===== src/rtl/clarvi_alu_sequencer.sv =====
// Sequences an ALU instruction as 8 byte-wide parts (first part the cycle after accept; stall freezes it).
// start_ready is high in IDLE; with CLARVI_SEQ_BACK2BACK_EN it is also high on an unstalled last part.
module clarvi_alu_sequencer #(
  parameter int STALL_CNT_W = 16
) (
  input  logic                   clock,
  input  logic                   reset,
  input  logic                   start_valid,
  output logic                   start_ready,
  input  logic [3:0]             op,
  input  logic                   is32,
  input  logic                   stall,
  output logic [2:0]             part,
  output logic                   part_valid,
  output logic                   first,
  output logic                   last,
  output logic                   alu_stall,
  output logic                   done,
  output logic [STALL_CNT_W-1:0] stall_cycles
);

  // op encoding shared with the ALU decoder
  localparam logic [3:0] OP_SLT  = 4'd3;
  localparam logic [3:0] OP_SLTU = 4'd4;
  localparam logic [3:0] OP_SRL  = 4'd6;
  localparam logic [3:0] OP_SRA  = 4'd7;

  typedef enum logic {IDLE, RUN} state_t;

  state_t                 state_q, state_d;
  logic [2:0]             step_q, step_d;
  logic [3:0]             op_q, op_d;
  logic                   is32_q, is32_d;
  logic                   done_q, done_d;
  logic [STALL_CNT_W-1:0] stall_cycles_q, stall_cycles_d;
  logic                   accept;
  logic                   is_shr;

  always_ff @(posedge clock or posedge reset) begin
    if (reset) begin
      state_q        <= IDLE;
      step_q         <= 3'd0;
      op_q           <= 4'd0;
      is32_q         <= 1'b0;
      done_q         <= 1'b0;
      stall_cycles_q <= '0;
    end else begin
      state_q        <= state_d;
      step_q         <= step_d;
      op_q           <= op_d;
      is32_q         <= is32_d;
      done_q         <= done_d;
      stall_cycles_q <= stall_cycles_d;
    end
  end

  always_comb begin
    part_valid = (state_q == RUN);
    first      = part_valid && (step_q == 3'd0);
    last       = part_valid && (step_q == 3'd7);
`ifdef CLARVI_SEQ_BACK2BACK_EN
    start_ready = (state_q == IDLE) || (last && !stall);
`else
    start_ready = (state_q == IDLE);
`endif
    accept    = start_valid && start_ready;
    alu_stall = stall || !part_valid;

    // Compares walk MSB byte down; W shifts walk the low word down before the high word.
    is_shr = (op_q == OP_SRL) || (op_q == OP_SRA);
    part   = 3'd0;
    if (part_valid) begin
      if ((op_q == OP_SLT) || (op_q == OP_SLTU) || (is_shr && !is32_q))
        part = ~step_q;
      else if (is_shr)
        part = {step_q[2], ~step_q[1:0]};
      else
        part = step_q;
    end

    state_d        = state_q;
    step_d         = step_q;
    op_d           = op_q;
    is32_d         = is32_q;
    done_d         = 1'b0;
    stall_cycles_d = stall_cycles_q;

    if (state_q == RUN && stall) begin
      if (stall_cycles_q != {STALL_CNT_W{1'b1}})
        stall_cycles_d = stall_cycles_q + {{(STALL_CNT_W-1){1'b0}}, 1'b1};
    end else if (state_q == RUN && !last) begin
      step_d = step_q + 3'd1;
    end else if (state_q == RUN) begin
      done_d  = 1'b1;
      state_d = IDLE;
      step_d  = 3'd0;
    end

    if (accept) begin
      state_d        = RUN;
      step_d         = 3'd0;
      op_d           = op;
      is32_d         = is32;
      stall_cycles_d = '0;
    end
  end

  assign done         = done_q;
  assign stall_cycles = stall_cycles_q;

endmodule


===== config.mk =====
export PLATFORM = sky130hd
export DESIGN_NAME = clarvi_alu_sequencer
export DESIGN_NICKNAME = d
export VERILOG_FILES = /design/src/rtl/clarvi_alu_sequencer.sv
export SDC_FILE = /design/constraint.sdc
export NUM_CORES = 1
export LEC_CHECK = 0
export CAP_MARGIN = 10
export CELL_PAD_IN_SITES_DETAIL_PLACEMENT = 2
export CELL_PAD_IN_SITES_GLOBAL_PLACEMENT = 2
export CORE_MARGIN = 5
export CORE_UTILIZATION = 29
export DETAILED_ROUTE_END_ITERATION = 10
export PLACE_DENSITY = 0.77
export SLEW_MARGIN = 5
export SYNTH_ARGS = -nofsm -noshare
export SYNTH_HDL_FRONTEND = slang
export SYNTH_SLANG_ARGS = --single-unit

===== constraint.sdc =====
create_clock -name clock -period 2 [get_ports clock]
set_clock_uncertainty 0.2 [all_clocks]
set_input_delay 0.3 -clock clock [delete_from_list [all_inputs] [get_ports clock]]
set_output_delay 0.3 -clock clock [all_outputs]
set_load 0.01 [all_outputs]

**After elaboration in Yosys (flattened, before gate mapping)**

Index checks and enable logic that the tools add are counted.
W data, S select, Z words.

- $add $sub $neg: 2
- Eq/ne operators: 8
- Multiplexer cells: 16
- Bitwise operators: 3
- Reduce and logical (&&, ||, !) cells: 20

Operator list:

| kind | count |
|---|---|
| $mux W16 | 3 |
| $mux W3 | 6 |
| $add A16 B1 Y16 const B | 1 |
| $ne A16 B16 Y1 const B | 1 |
| $eq A4 B3 Y1 const B | 3 |
| $logic_and A1 B1 Y1 | 6 |
| $mux W1 | 6 |
| $reduce_and A2 Y1 | 3 |
| $eq A4 B2 Y1 const B | 1 |
| $logic_or A1 B1 Y1 | 4 |
| $ne A2 B2 Y1 const B | 2 |
| $reduce_bool A2 Y1 | 2 |
| $add A3 B1 Y3 const B | 1 |
| $eq A3 B3 Y1 const B | 1 |
| $logic_not A1 Y1 | 3 |
| $logic_not A3 Y1 | 1 |
| $not A3 Y3 | 1 |
| $reduce_bool A3 Y1 | 1 |
| $mux W2 | 1 |
| $not A2 Y2 | 1 |
| $not A1 Y1 | 1 |

- Flip-flop bits (word level): 26
- Input bits: 9
- Output and inout port bits: 25
- Word-level logic and storage cells: 55

**Depth between registers and ports, before layout**

- Depth after elaboration: 7
- Mapped depth: 6
- Mapped depth without buffers: 5

**Least setup slack after synthesis**

Ideal clock, no wire load.

- Path type: register to register
- Start point: reg stall_cycles_q[8], in the netlist stall_cycles[8]
- End point: reg stall_cycles_q[13], in the netlist stall_cycles[13]
- Setup time: 87 ps
- Data arrival time: 1657 ps
- Data required time: 1713 ps
- Setup slack: 57 ps
- Cell stages (with the launch flop): 5
- Path buffers: 0
- Clock period less this slack: 1943 ps
- Cells stage by stage: dfrtp_1 -> nand4_2 -> or4_1 -> or4_1 -> o211ai_1

- Word-level cells in the longest chain between the ends: 4
- Elaborated cells on any way between the ends: 7
- Classes of those cells: add/sub (1); eq/ne (1); mux (3); reduce/logical (2)

RTL lines:

| what | line | RTL |
|---|---|---|
| start, declared | 35 | `logic [STALL_CNT_W-1:0] stall_cycles_q, stall_cycles_d;` |
| start signal, assigned | 53 | `stall_cycles_q <= stall_cycles_d;` |
| $add A16 B1 Y16 | 90 | `stall_cycles_d = stall_cycles_q + {{(STALL_CNT_W-1){1'b0}}, 1'b1};` |
| $mux W16 | 89 | `if (stall_cycles_q != {STALL_CNT_W{1'b1}})` |
| $mux W16 | 88 | `if (state_q == RUN && stall) begin` |
| $mux W16 | 99 | `if (accept) begin` |

Parallel ways exist; a longest one is shown, timed or not. The select of a mux whose other input is x is not followed.
A chain may end at the register's enable or synchronous reset.

**Worst setup path in the final report**

- Start point: reg stall_cycles_q[10], in the netlist stall_cycles[10]
- End point: reg stall_cycles_q[7], in the netlist stall_cycles[7]

- Word-level cells in the longest chain between the ends: 3

RTL lines:

| what | line |
|---|---|
| $ne A16 B16 Y1 | 89 |
| $reduce_bool A2 Y1 (no source line) | - |
| $reduce_and A2 Y1 (no source line) | - |

Every way passes these cells.

==> results.tsv <==
stage	metric	value	unit
status	status	finished, violations left	
status	failing checks	setup timing	
worst_setup_path	Slowest-stage cell, CP	dfrtp_1	
sta	fin crit share	1.033	
power_and_ir_drop	LEAKAGE	0.001064	uW
route	DRT iter0 DRCs	81	
clock_tree	CTS tree	yes	
synth	Yosys Warn Count	0	
die	Ports	34	
synth	top cells by area, synth	dfrtp_1, nand2_1, or4_1	
clock_tree	clock transition at the registers of the reported paths	0.11	ns
power_and_ir_drop	VDD IR max	0.0006143	V
final_layout	P&R area growth vs syn	56.31	%
route	top sig layer	met4	
clock_tree	total CTS buffers	3	
die	Die ar.	6658	um2
worst_setup_path	type of the worst setup path	reg2reg	
route	antenna viol nets, final	0	
grt	initial antenna violation count	0	
route	total routed wirelength	6.435	mm
synth	Yosys reg bits	26	
synth	net count after synthesis	181	
clock_tree	Post-CTS Hold Buffers	0	
clock_tree	H-tree depth	1	
worst_setup_path	worst-path fanout max	12	
synth	top-count cell post-synth	nand2_1	
sta	Slew HR	0.6827	
sta	fmax	484.1	MHz
grt	largest net degree at the start of global routing	27	
grt	Overall Global Routing Usage	0.1950	
die	# rows	26	
synth	post-synthesis sequential area ratio	0.4377	
place	I/O Buffers	33	
route	drt wl/cell	20.36	um
route	routed metal-1 wirelength	2.740	mm
final_layout	Final Instance Area	2323	um2
synth	Syn Area/Cell	8.848	um2
route	drt first pass iters	4	
worst_setup_path	Slowest Stage Delay on Critical Path	0.41	ns
power_and_ir_drop	total chip power	2494	uW
worst_setup_path	worst-path cell chain	nand4_2, buf_4, nor4_2, buf_4, buf_4, o31ai_1, a21oi_1	
worst_setup_path	CP most frequent cell	buf_4	
clock_tree	clock insertion delay at the later pin of the skew report	0.29	ns
synth	cell taking the most area after synthesis	dfrtp_1	
worst_setup_path	reg-to-reg slack, setup	-0.07	ns
flow_run	max cap viols	0	
die	Die H	81.60	um
sta	Hold Fails Final Rpt	0	
synth	post-synthesis cell area	1486	um2
place	hpwl dp	4.377	mm
place	Place WS	-0.1558	ns
power_and_ir_drop	clock power share	0.149	
worst_setup_path	critical path launch point type	flip-flop	
synth	Async SR Flop Fraction	1.000	
die	core area	5042	um2
synth	EDFF count, synth	0	
sta	fin. max-slew vios	0	
route	via count	1676	
worst_setup_path	Top delay family on crit path	buffers and inverters	
clock_tree	Sink Count	26	
clock_tree	CTS root buf	clkbuf_8	
sta	minimum clock period	2.066	ns
route	drt via density	5.304	
sta	RSZ-0062 raised after global routing	yes	
synth	post-synthesis cell type count	37	
place	DP Area	2165	um2
power_and_ir_drop	sequential share of power	0.336	
route	DR WL met2	3.376	mm
power_and_ir_drop	pwr dens	1073	nW/um2
grt	global-route wire length before repair	9.936	mm
hold_path	hold crit path type	in2async	
place	gp weighted congestion	0.8846	
power_and_ir_drop	Pint	1484	uW
sta	final worst setup slack	-0.06556	ns
final_layout	antenna fix cells	0	
grt	Overflow after GRT	0	
clock_tree	clock buffer depth	2	
power_and_ir_drop	Logic pwr share	0.515	
grt	vias in the first global route	1939	
synth	largest family of logic cells by synthesized area	simple AND/OR/NAND/NOR gates	
power_and_ir_drop	Sw Ratio	0.4050	
worst_setup_path	WP buf/inv	3	
synth	Synth Instances	168	
synth	simple logic cell fraction of the synthesized area	0.2929	
power_and_ir_drop	Sw Pwr	1010	uW
worst_setup_path	worst flop-to-flop path endpoint	stall_cycles[7]$_DFFE_PP0P_	
route	drt drc	0	
synth	Synth Area in Compound Gates	0.1608	
synth	Synth Area in XOR/XNOR	0.01768	
synth	top_reg_cell synth	dfrtp_1	
route	met3 wire length	158	um
synth	mux cell area share after synthesis	0.02020	
worst_setup_path	Register-to-Register Path Depth	7	
synth	Synth top area share	0.4377	
worst_setup_path	Worst Setup End Kind	flip-flop	
sta	Slew @ Worst Pin	0.4720	ns
final_layout	fin nets	260	
worst_setup_path	worst r2r src	stall_cycles[10]$_DFFE_PP0P_	
final_layout	fraction of layout cells with a size suffix above 1	0.2927	
worst_setup_path	worst path required time	1.99	ns
synth	commonest cells in the netlist	nand2_1, dfrtp_1, nor2_1	
die	Die Width	81.60	um
worst_setup_path	worst path arrival time	2.06	ns
synth	adder-cell area share of the yosys netlist	0.03367	
die	Starting Density	0.2948	
sta	Final Setup Violations	1	
[metrics by stage]
| stage | hold slack [ns] | TNS, ns | std cells | util |
|---|---|---|---|---|
| floorplan | 0.1400 | 0 | 168 | - |
| global placement | 0.2808 | -0.1257 | 303 | 0.4293 |
| global route | 0.2189 | -0.8876 | 316 | 0.4608 |
| CTS | 0.1801 | 0 | 312 | 0.4479 |
| finish | 0.1556 | -0.06556 | 316 | 0.4608 |
| detailed placement | 0.3119 | -0.3298 | 303 | 0.4293 |
[logic make-up (layout without fill, tap and decap cells)]
family | Yosys count | count (layout)
buffers and inverters | 14 | 92
adder cells (fa/ha/maj) | 4 | 4
XOR/XNOR | 3 | 3
flip-flops | 26 | 26
AND/OR/NAND/NOR | 83 | 83
multiplexers | 3 | 3
AO/OA/AOI/OAI | 35 | 35
[power by group through the flow]
| stage | Combinational (uW) | Sequential (uW) | Clock, uW |
|---|---|---|---|
| 5_1_grt | 1410 | 859 | 401 |
| 2_1_floorplan | 475 | 878 | 0 |
| 3_3_place_gp | 1200 | 812 | 0 |
| 6_report | 1290 | 838 | 371 |
| 3_5_place_dp | 1260 | 836 | 0 |
| 4_1_cts | 1250 | 817 | 371 |
[cell type report]
cell class | instances | area [um2]
inverters | 8 | 30.03
multi-input cells | 128 | 830.8
clock buffers | 4 | 55.05
flip-flops and latches | 26 | 650.6
fillers | 549 | 2719
well taps | 70 | 87.58
repair buffers | 80 | 669.4
[state kept, by name (all words and copies together) (netlist names)]
register and count:
is32_q 1, done 1, stall_cycles 16, part_valid 1, step_q 3, op_q 4
[worst max path at each step]
| stage | startpoint | endpoint | slack (ns) | depth (start not counted) |
|---|---|---|---|---|
| 6_report | stall_cycles[10]$_DFFE_PP0P_ | stall_cycles[7]$_DFFE_PP0P_ | -0.07 | 7 |
| 2_1_floorplan | stall_cycles[8]$_DFFE_PP0P_ | stall_cycles[13]$_DFFE_PP0P_ | 0.06 | 4 |
| 5_1_grt | stall_cycles[10]$_DFFE_PP0P_ | stall_cycles[7]$_DFFE_PP0P_ | -0.17 | 7 |
| 4_1_cts | part_valid$_DFFE_PP0P_ | alu_stall | 0.0005 | 3 |
| 3_5_place_dp | stall | stall_cycles[9]$_DFFE_PP0P_ | -0.16 | 5 |
| 3_3_place_gp | stall | stall_cycles[9]$_DFFE_PP0P_ | -0.05 | 5 |
[layout by cell type, fill, tap and decap left out, drive strengths merged]
cell type	synthesis	final
o211ai	5	5
o21ai	7	7
o311ai	2	2
nor2b	1	1
buf	3	50
a211o	1	1
nand4	7	7
mux2i	3	3
or4	7	7
nor3b	1	1
nor4	3	3
a31oi	1	1
nor4b	1	1
and3	2	2
ha	4	4
a221o	1	1
nand3	9	9
a21o	1	1
a21oi	8	8
o31ai	5	5
nand2b	2	2
dfrtp	26	26
and2	2	2
o41ai	2	2
dlymetal6s2s	0	1
a311oi	1	1
inv	8	8
clkbuf	3	5
and4	2	2
nor2	11	11
nand2	30	30
nor3	5	5
o22a	1	1
clkdlybuf4s15	0	1
xnor2	3	3
clkdlybuf4s50	0	27
[timing repair]
| action | CTS | global route |
|---|---|---|
| resized for setup | 17 | 19 |
| cloned | 0 | 0 |
| pin swaps | 6 | 3 |
| buffers inserted | 5 | 4 |
| setup endpoints to repair | 8 | 17 |
[worst reg2reg max path, cell delays in order, from the launching register on]
cell and delay (ns):
dfrtp_1 0.41, nand4_2 0.16, buf_4 0.19, nor4_2 0.33, buf_4 0.25, buf_4 0.14
o31ai_1 0.10, a21oi_1 0.19
[metal layers]
metal | vias up | GRT usage
met5 | - | 0
met4 | 0 | 0.06146
met3 | 15 | 0.02741
met2 | 34 | 0.3485
met1 | 854 | 0.2410
li1 | 773 | -
Note: power is estimated with default switching activity, not from simulation.
